**config.mk**
```make
export PLATFORM = sky130hd
export DESIGN_NAME = ieee_to_fixed_sequencer
export DESIGN_NICKNAME = d
export VERILOG_FILES = /design/src/rtl/ieee_to_fixed_sequencer.sv
export SDC_FILE = /design/constraint.sdc
export NUM_CORES = 1
export LEC_CHECK = 0
export ABC_AREA = 1
export CAP_MARGIN = 20
export CORE_MARGIN = 2
export CORE_UTILIZATION = 41
export DETAILED_ROUTE_END_ITERATION = 10
export PLACE_DENSITY = 0.68
export SETUP_SLACK_MARGIN = 0.1
export SKIP_CTS_REPAIR_TIMING = 1
export SLEW_MARGIN = 30
export SYNTH_ARGS = -nofsm -noshare
export SYNTH_HDL_FRONTEND = slang
export SYNTH_SLANG_ARGS = --single-unit
```
**constraint.sdc**
```tcl
create_clock -name clk -period 2.9 [get_ports clk]
set_input_delay 0.725 -clock clk [delete_from_list [all_inputs] [get_ports clk]]
set_output_delay 0.725 -clock clk [all_outputs]
set_load 0.01 [all_outputs]
```
**src/rtl/ieee_to_fixed_sequencer.sv**
```systemverilog
// IEEE-754 single to signed fixed-point converter.
// One shift per cycle, valid/ready on both sides.
module ieee_to_fixed_sequencer #(
  parameter int OUT_W  = 32,
  parameter int FRAC_W = 8
) (
  input  logic             clk,
  input  logic             rst_n,
  input  logic             in_valid,
  output logic             in_ready,
  input  logic [31:0]      in_data,
  output logic             out_valid,
  input  logic             out_ready,
  output logic [OUT_W-1:0] out_data,
  output logic             out_overflow,
  output logic             out_nan,
  output logic             out_inexact,
  output logic             busy
);

  localparam int MW = OUT_W + 24;
  localparam logic signed [9:0] FRAC_S = 10'(FRAC_W);
  localparam logic signed [9:0] SH_HI  = 10'(OUT_W - 25);
  localparam logic signed [9:0] SH_LO  = -10'sd24;
  localparam logic signed [9:0] BIAS   = 10'sd150;

  typedef enum logic [2:0] {
    IDLE, UNPACK, SHIFT, NEGATE, DONE
  } state_t;

  state_t          state;
  logic [31:0]     word;
  logic [MW-1:0]   mag;
  logic [9:0]      cnt;
  logic            dir_left;
  logic            sticky;

  logic [7:0]        e;
  logic [22:0]       man;
  logic signed [9:0] sh;
  logic [9:0]        sh_abs;
  logic [OUT_W-1:0]  mval;

  always_comb begin
    e      = word[30:23];
    man    = word[22:0];
    sh     = $signed({2'b00, e}) - BIAS + FRAC_S;
    sh_abs = sh[9] ? 10'(-sh) : 10'(sh);
    mval   = mag[OUT_W-1:0];
  end

  assign in_ready = (state == IDLE);
  assign busy     = (state != IDLE);

  // Early exits pass through SHIFT with cnt=0 so every
  // path has the same fixed overhead of three cycles.
  always_ff @(posedge clk or negedge rst_n) begin
    if (!rst_n) begin
      state        <= IDLE;
      word         <= '0;
      mag          <= '0;
      cnt          <= '0;
      dir_left     <= 1'b0;
      sticky       <= 1'b0;
      out_valid    <= 1'b0;
      out_data     <= '0;
      out_overflow <= 1'b0;
      out_nan      <= 1'b0;
      out_inexact  <= 1'b0;
    end else begin
      unique case (state)
        IDLE: begin
          if (in_valid) begin
            word         <= in_data;
            sticky       <= 1'b0;
            out_overflow <= 1'b0;
            out_nan      <= 1'b0;
            out_inexact  <= 1'b0;
            state        <= UNPACK;
          end
        end
        UNPACK: begin
          mag      <= MW'({1'b1, man});
          cnt      <= '0;
          dir_left <= ~sh[9];
          state    <= SHIFT;
          if (e == 8'hFF && man != '0) begin
            out_nan <= 1'b1;
            mag     <= '0;
          end else if (e == 8'hFF) begin
            out_overflow <= 1'b1;
          end else if (e == 8'h00) begin
            mag         <= '0;
            out_inexact <= (man != '0);
          end else if (sh > SH_HI) begin
            out_overflow <= 1'b1;
          end else if (sh < SH_LO) begin
            mag         <= '0;
            out_inexact <= 1'b1;
          end else begin
            cnt <= sh_abs;
          end
        end
        SHIFT: begin
          if (cnt != '0) begin
            cnt <= cnt - 10'd1;
            if (dir_left) begin
              mag <= mag << 1;
            end else begin
              mag    <= mag >> 1;
              sticky <= sticky | mag[0];
            end
          end else begin
            state <= NEGATE;
          end
        end
        NEGATE: begin
          if (out_overflow)
            out_data <= word[31] ? {1'b1, {(OUT_W-1){1'b0}}}
                                 : {1'b0, {(OUT_W-1){1'b1}}};
          else if (out_nan)
            out_data <= '0;
          else
            out_data <= word[31] ? -mval : mval;
          out_inexact <= out_inexact | sticky;
          out_valid   <= 1'b1;
          state       <= DONE;
        end
        DONE: begin
          if (out_ready) begin
            out_valid <= 1'b0;
            state     <= IDLE;
          end
        end
        default: state <= IDLE;
      endcase
    end
  end

endmodule
```
==> flow_summary.ini, run 1 <==
[final_layout]
drive_above_1_share_pct = 13.3
n_antenna_cell = 0
final_util_pct = 49.2
fin_nets = 1200
fin_cells = 1440
area_growth_pct = 18.6
stdcell_area_sq_um = 9880

[detailed_routing]
ant_nets = 0
dr_total_vias = 7489
wl_per_cell_um = 14.3
dr.pass1.iters = 5
finalWirelength_um = 20500
route.detailed.drc = 0
vias_per_cell = 5.20
drt_iter0_drc = 575

[worst_setup_path]
critPathMaxStageDelay_ns = 0.50
crit_path_cell_trace = nor2_1, inv_1, nor2_1, inv_1, clkdlybuf4s50_1
rr_startpoint = word[24]
start_kind = flip-flop
critPathLaunch = state[2]
required_ns = 2.17
end_kind = output port
cp_max_fo = 5
crit_arrival_ns = 1.86
crit_path_end = busy
reg2reg_to = out_inexact
cp_slowest_cell = clkdlybuf4s50_1
r2r_slack_ns = 0.45
criticalPathCategory = reg -> out
r2r_cells = 16

[clock_tree]
clockBufferDepth = 2
cts-root-buf = clkbuf_16
cts_num_sinks = 139
h-tree-depth = 4
cts_buffers = 17
clk_latency_ns = 0.43
cts_tree = done
worst_setup_hold_path_clk_slew_ns = 0.06

[sta]
max_slew_margin_pct = 53.2
finalCritPeriodShare_pct = 89.0
finalSetupTns_ns = 0
final-setup-viol-count = 0
fmax_mhz = 388
min_period_ns = 2.58
rsz0062_at_grt = no
clock_skew_ns = 0.00837
finalMaxSlewViolations = 0
finalHoldViolCount = 0
worst_pin_slew_ns = 0.702

[synthesis]
synth_area_sq_um = 8330
ys_ff_latch = 139
synth_most_common_cell = nand2_1
syn_avg_cell_area_sq_um = 7.54
synth-edff-count = 0
yosys.area.top_type = dfrtp_1
yosysWarningCount = 0
yosysSeqAreaShare_pct = 41.7
synth_common_cells = nand2_1 (243), dfrtp_1 (139), nor2_1 (117)
synth.top_cell.area_share_pct = 41.7
synth_cells = 1106
synth.net_count = 1149
async_flop_share_pct = 100
ys_types = 46
ys.flop_type = dfrtp_1
yosys-top-cells-area = dfrtp_1 (42%), nand2_1 (11%), o21ai_0 (7.0%)

[global_routing]
antenna_found_initial = 0
grt_pass1_vias = 6939
grt_max_degree = 85
grt_pass1_wl_um = 34800
overflow = 0
grt_use_total_pct = 19.9

[place]
port_buffers = 73
place_inst = 1408
gp_congestion = 0.880
placed_area_sq_um = 9270
dpl.hpwl_um = 14600

[flow_run]
maxCapViolCount = 0

[run_status]
status = complete, no violations

[floorplan]
die_y_um = 147
rows = 52
io_pins = 74
die_area_sq_um = 21500
core_sq_um = 20100
initial_core_util_pct = 41.5
die_width_um = 147

[worst_hold_path]
hp-class = in -> async

[power]
vdd_drop_max_v = 0.000747
powerDensity_nw_per_um2 = 1290
power_leakage_uw = 0.00435
==> area by class of cell <==
type | instances | area [sq um]
Fill cell | 1946 | 10200
Sequential cell | 139 | 3480
Timing Repair Buffer | 90 | 897
Multi-Input combinational cell | 798 | 4140
Inverter | 111 | 420
Tap cell | 270 | 338
Clock buffer | 20 | 467
Clock inverter | 12 | 145
==> cells in the final DEF, fill, tap and decap left out, drive strengths merged <==
cell type and n:
o22ai 1, nor3 13, or2 2, bufinv 3, inv 110, nand2 259, a31oi 3, nand3b 3
xor2 6, o31ai 2, clkbuf 20, nor3b 1, and3 1, a21oi 95, nand4 10, nor2 125
ha 7, nand3 121, dfrtp 139, a21boi 11, o21ai 123, clkdlybuf4s50 72, clkinv 6, nor2b 1
a22oi 1, nor4 1, buf 18, o211ai 5, o2111ai 7, clkinvlp 4
==> report_power, final <==
part           leakage [uW]  internal, uW  switching (uW)  total [uW]
registers           0.00172          2730             781        3510
clock network      0.000294          1410             850        2260
logic               0.00233          2500            4500        7000
total               0.00435          6640            6130       12800
==> through the flow <==
stage,setup slack (ns),hold WS (ns),total power [uW]
2_1_floorplan,0.801,0.429,8810
3_3_place_gp,0.532,0.496,10400
3_5_place_dp,0.477,0.484,10500
4_1_cts,0.297,0.344,12800
5_1_grt,0.191,0.366,13900
6_report,0.320,0.316,12800
==> cells by family (layout without fill, tap and decap cells) <==
family	count (synthesis)	after routing	share of synthesized area [%]
DFF	139	139	41.7
buffers and inverters	169	233	8.78
adders and majority gates	7	7	1.05
AOI/OAI and AO/OA	248	248	17.3
xor gates and xnor gates	6	6	0.631
and+or+nand+nor	537	537	30.5
==> per-layer routing <==
metal | part of all wire [%] | routed length, um | global-route usage [%]
met5 | 0 | 0 | 0
met4 | 1.5 | 316 | 6.02
met3 | 4.7 | 962 | 3.66
met2 | 44 | 9120 | 29.9
met1 | 49 | 10100 | 29.4
==> state kept, by name, indices dropped and copies added, names as in the netlist, 3 cells and up <==
name and flops:
mag 56, state 3, cnt 10, word 32
out_data 32
==> worst min-delay path by stage <==
stage	startpoint	endpoint	slack [ns]	cells past startpoint
2_1_floorplan	rst_n	cnt[0]	0.43	0
3_3_place_gp	cnt[6]	cnt[6]	0.50	2
3_5_place_dp	cnt[6]	cnt[6]	0.48	2
4_1_cts	rst_n	mag[36]	0.34	1
5_1_grt	rst_n	mag[36]	0.37	1
6_report	rst_n	mag[36]	0.32	1
==> critical path: cells and delay by family (launching register included) <==
family | cells | cell delay [ns]
buf+inv | 3 | 0.67
simple gates | 2 | 0.29
flops | 1 | 0.46
Power figures use the tool's default switching activity.
==> inputs of run 2 (changes only) <==
CAP_MARGIN = 30   (was 20)
==> results of run 2 <==
No change in the layout: final DEF, timing and power equal those of run 1.
==> inputs of run 3 (changes only) <==
CORE_MARGIN = 4   (was 2)
==> run 3 against run 2 <==
  * Routed wire length fell by 0.78%
  * Total power barely moved
  * Final cell count fell by 0.49%
  * Sequential power barely moved
  * Non-clock buffer count fell by 2
  * Maximum frequency fell by 1.8%
  * Clock power barely moved
  * Critical path depth did not move
  * Clock-buffer cell count rose by 3
  * Die area rose by 5.5%
  * Critical endpoint unchanged
  * Largest power group unchanged
==> flow_summary.ini, run 3 (same netlist as run 1, synthesis figures left out) <==
[run_status]
status = complete, no violations

[sta]
fmax_mhz = 381
max_slew_margin_pct = 55.7
clock_skew_ns = 0.00890
min_period_ns = 2.63
rsz0062_at_grt = no
worst_pin_slew_ns = 0.664
finalMaxSlewViolations = 0
final-setup-viol-count = 0
finalCritPeriodShare_pct = 90.6
finalSetupTns_ns = 0
fin_hold_ws_ns = 0.228
finalHoldViolCount = 0
setup_ws_ns = 0.273

[place]
dp_slack_ns = 0.462
dpl.hpwl_um = 14500
port_buffers = 73
gp_congestion = 0.872

[global_routing]
overflow = 0
grt_pass1_vias = 6904
grt_pass1_wl_um = 34500
antenna_found_initial = 0
grt_use_total_pct = 19.1
grt_max_degree = 100

[worst_setup_path]
rr_startpoint = word[24]
crit_arrival_ns = 1.90
reg2reg_to = out_inexact
worst-path-stages = 5
path_delay_family = buffers and inverters
r2r_cells = 16
cp_slowest_cell = clkdlybuf4s50_1
required_ns = 2.17
crit_path_cell_trace = nor2_1, inv_1, nor2_1, inv_1, clkdlybuf4s50_1
critPathMaxStageDelay_ns = 0.51
crit_path_end = busy
r2r_slack_ns = 0.40
cp_max_fo = 5
start_kind = flip-flop
criticalPathCategory = reg -> out
end_kind = output port
critPathBufInv = 3
critPathLaunch = state[2]

[final_layout]
regMostFlops = mag
multiInputGateArea_sq_um = 4140
drive_above_1_share_pct = 12.9
n_antenna_cell = 0
fill_cells = 1921
fin_nets = 1198
layout_common_cells = nand2_1 (243), dfrtp_1 (138), nor2_1 (117), o21ai_0 (116), inv_1 (100)
top_regs = mag x56, out_data x32, word x32
largest_register_ffs = 56
mostFrequentLayoutCell = nand2_1
seq_area_sq_um = 3480
area_growth_pct = 18.4

[power]
powerDensity_nw_per_um2 = 1290
internal_power_uw = 6660
clkPwrFrac_pct = 17.7
power_leakage_uw = 0.00433
seq_power_share_pct = 27.7
p_switching_uw = 6110
vdd_drop_max_v = 0.000808
pwr-share-comb_pct = 54.6
switching_share_pct = 47.9

[detailed_routing]
drt_iter0_drc = 474
wl_per_cell_um = 14.2
dr_total_vias = 7382
dr.pass1.iters = 5
route.detailed.drc = 0
ant_nets = 0
finalWirelength_um = 20400
vias_per_cell = 5.15

[clock_tree]
cts-root-buf = clkbuf_16
cts_num_sinks = 139
clockBufferDepth = 2
clk_latency_ns = 0.43
h-tree-depth = 4
cts_buffers = 17
worst_setup_hold_path_clk_slew_ns = 0.06
cts_tree = done

[flow_run]
maxCapViolCount = 0

[floorplan]
core_sq_um = 19700
die_y_um = 151
die_area_sq_um = 22700
rows = 51
initial_core_util_pct = 42.3
die_width_um = 151
io_pins = 74

[worst_hold_path]
hp-class = in -> async
-- run 3: cell types whose count changed in the layout (fill, tap and decap cells not counted), sizes merged --
cell,delta
clkinv,-3
clkbuf,+3
buf,-2
-- run 3: cell type report --
cell class	count	area share, %
multi-input cells	798	41.9
flip-flops and latches	139	35.3
repair buffers	88	8.94
clock buffers	23	4.85
inverters	111	4.26
well taps	265	3.36
clock inverters	9	1.40
-- run 3: worst min path at each step --
stage	cells after the start	from	slack [ns]	to
2_1_floorplan	0	rst_n	0.43	cnt[0]
3_3_place_gp	2	cnt[6]	0.48	cnt[6]
3_5_place_dp	2	cnt[6]	0.49	cnt[6]
4_1_cts	1	rst_n	0.24	out_data[26]
5_1_grt	1	rst_n	0.25	mag[29]
6_report	1	rst_n	0.23	out_data[25]
-- run 3: routing by layer --
metal	vias up	wire [um]	track usage, %	share of wire, %
met2	168	9100	28.8	45
met4	0	324	4.99	1.6
met1	3466	9970	27.4	49
li1	3729	-	-	-
met5	-	0	0	0
met3	19	992	4.82	4.9
-- run 3: worst reg2reg max path, delay by kind of cell (launching register included) --
family	cells	cell delay, ns
buf+inv	3	0.23
simple gates	11	1.24
flops	1	0.43
fa+ha+maj	2	0.48
-- run 3: metrics by stage --
stage / cell area [sq um] / instances / power, uW / utilization (%)
final: 9860 / 1433 / 12800 / 50.0
after global routing: 9860 / 1433 / 13900 / 50.0
after CTS: 9860 / 1433 / 12800 / 50.0
after detailed placement: 9250 / 1401 / 10500 / 46.9
after global placement: 9250 / 1401 / 10400 / 46.9
after floorplan: 8330 / 1106 / 8810 / -
-- run 3: power by group through the flow --
stage / clock network, uW / registers, uW / logic, uW
finish: 2260 / 3530 / 6970
global route: 2410 / 3650 / 7830
CTS: 2300 / 3520 / 7000
detailed placement: 0 / 3550 / 6950
global placement: 0 / 3530 / 6830
floorplan: 0 / 3400 / 5410
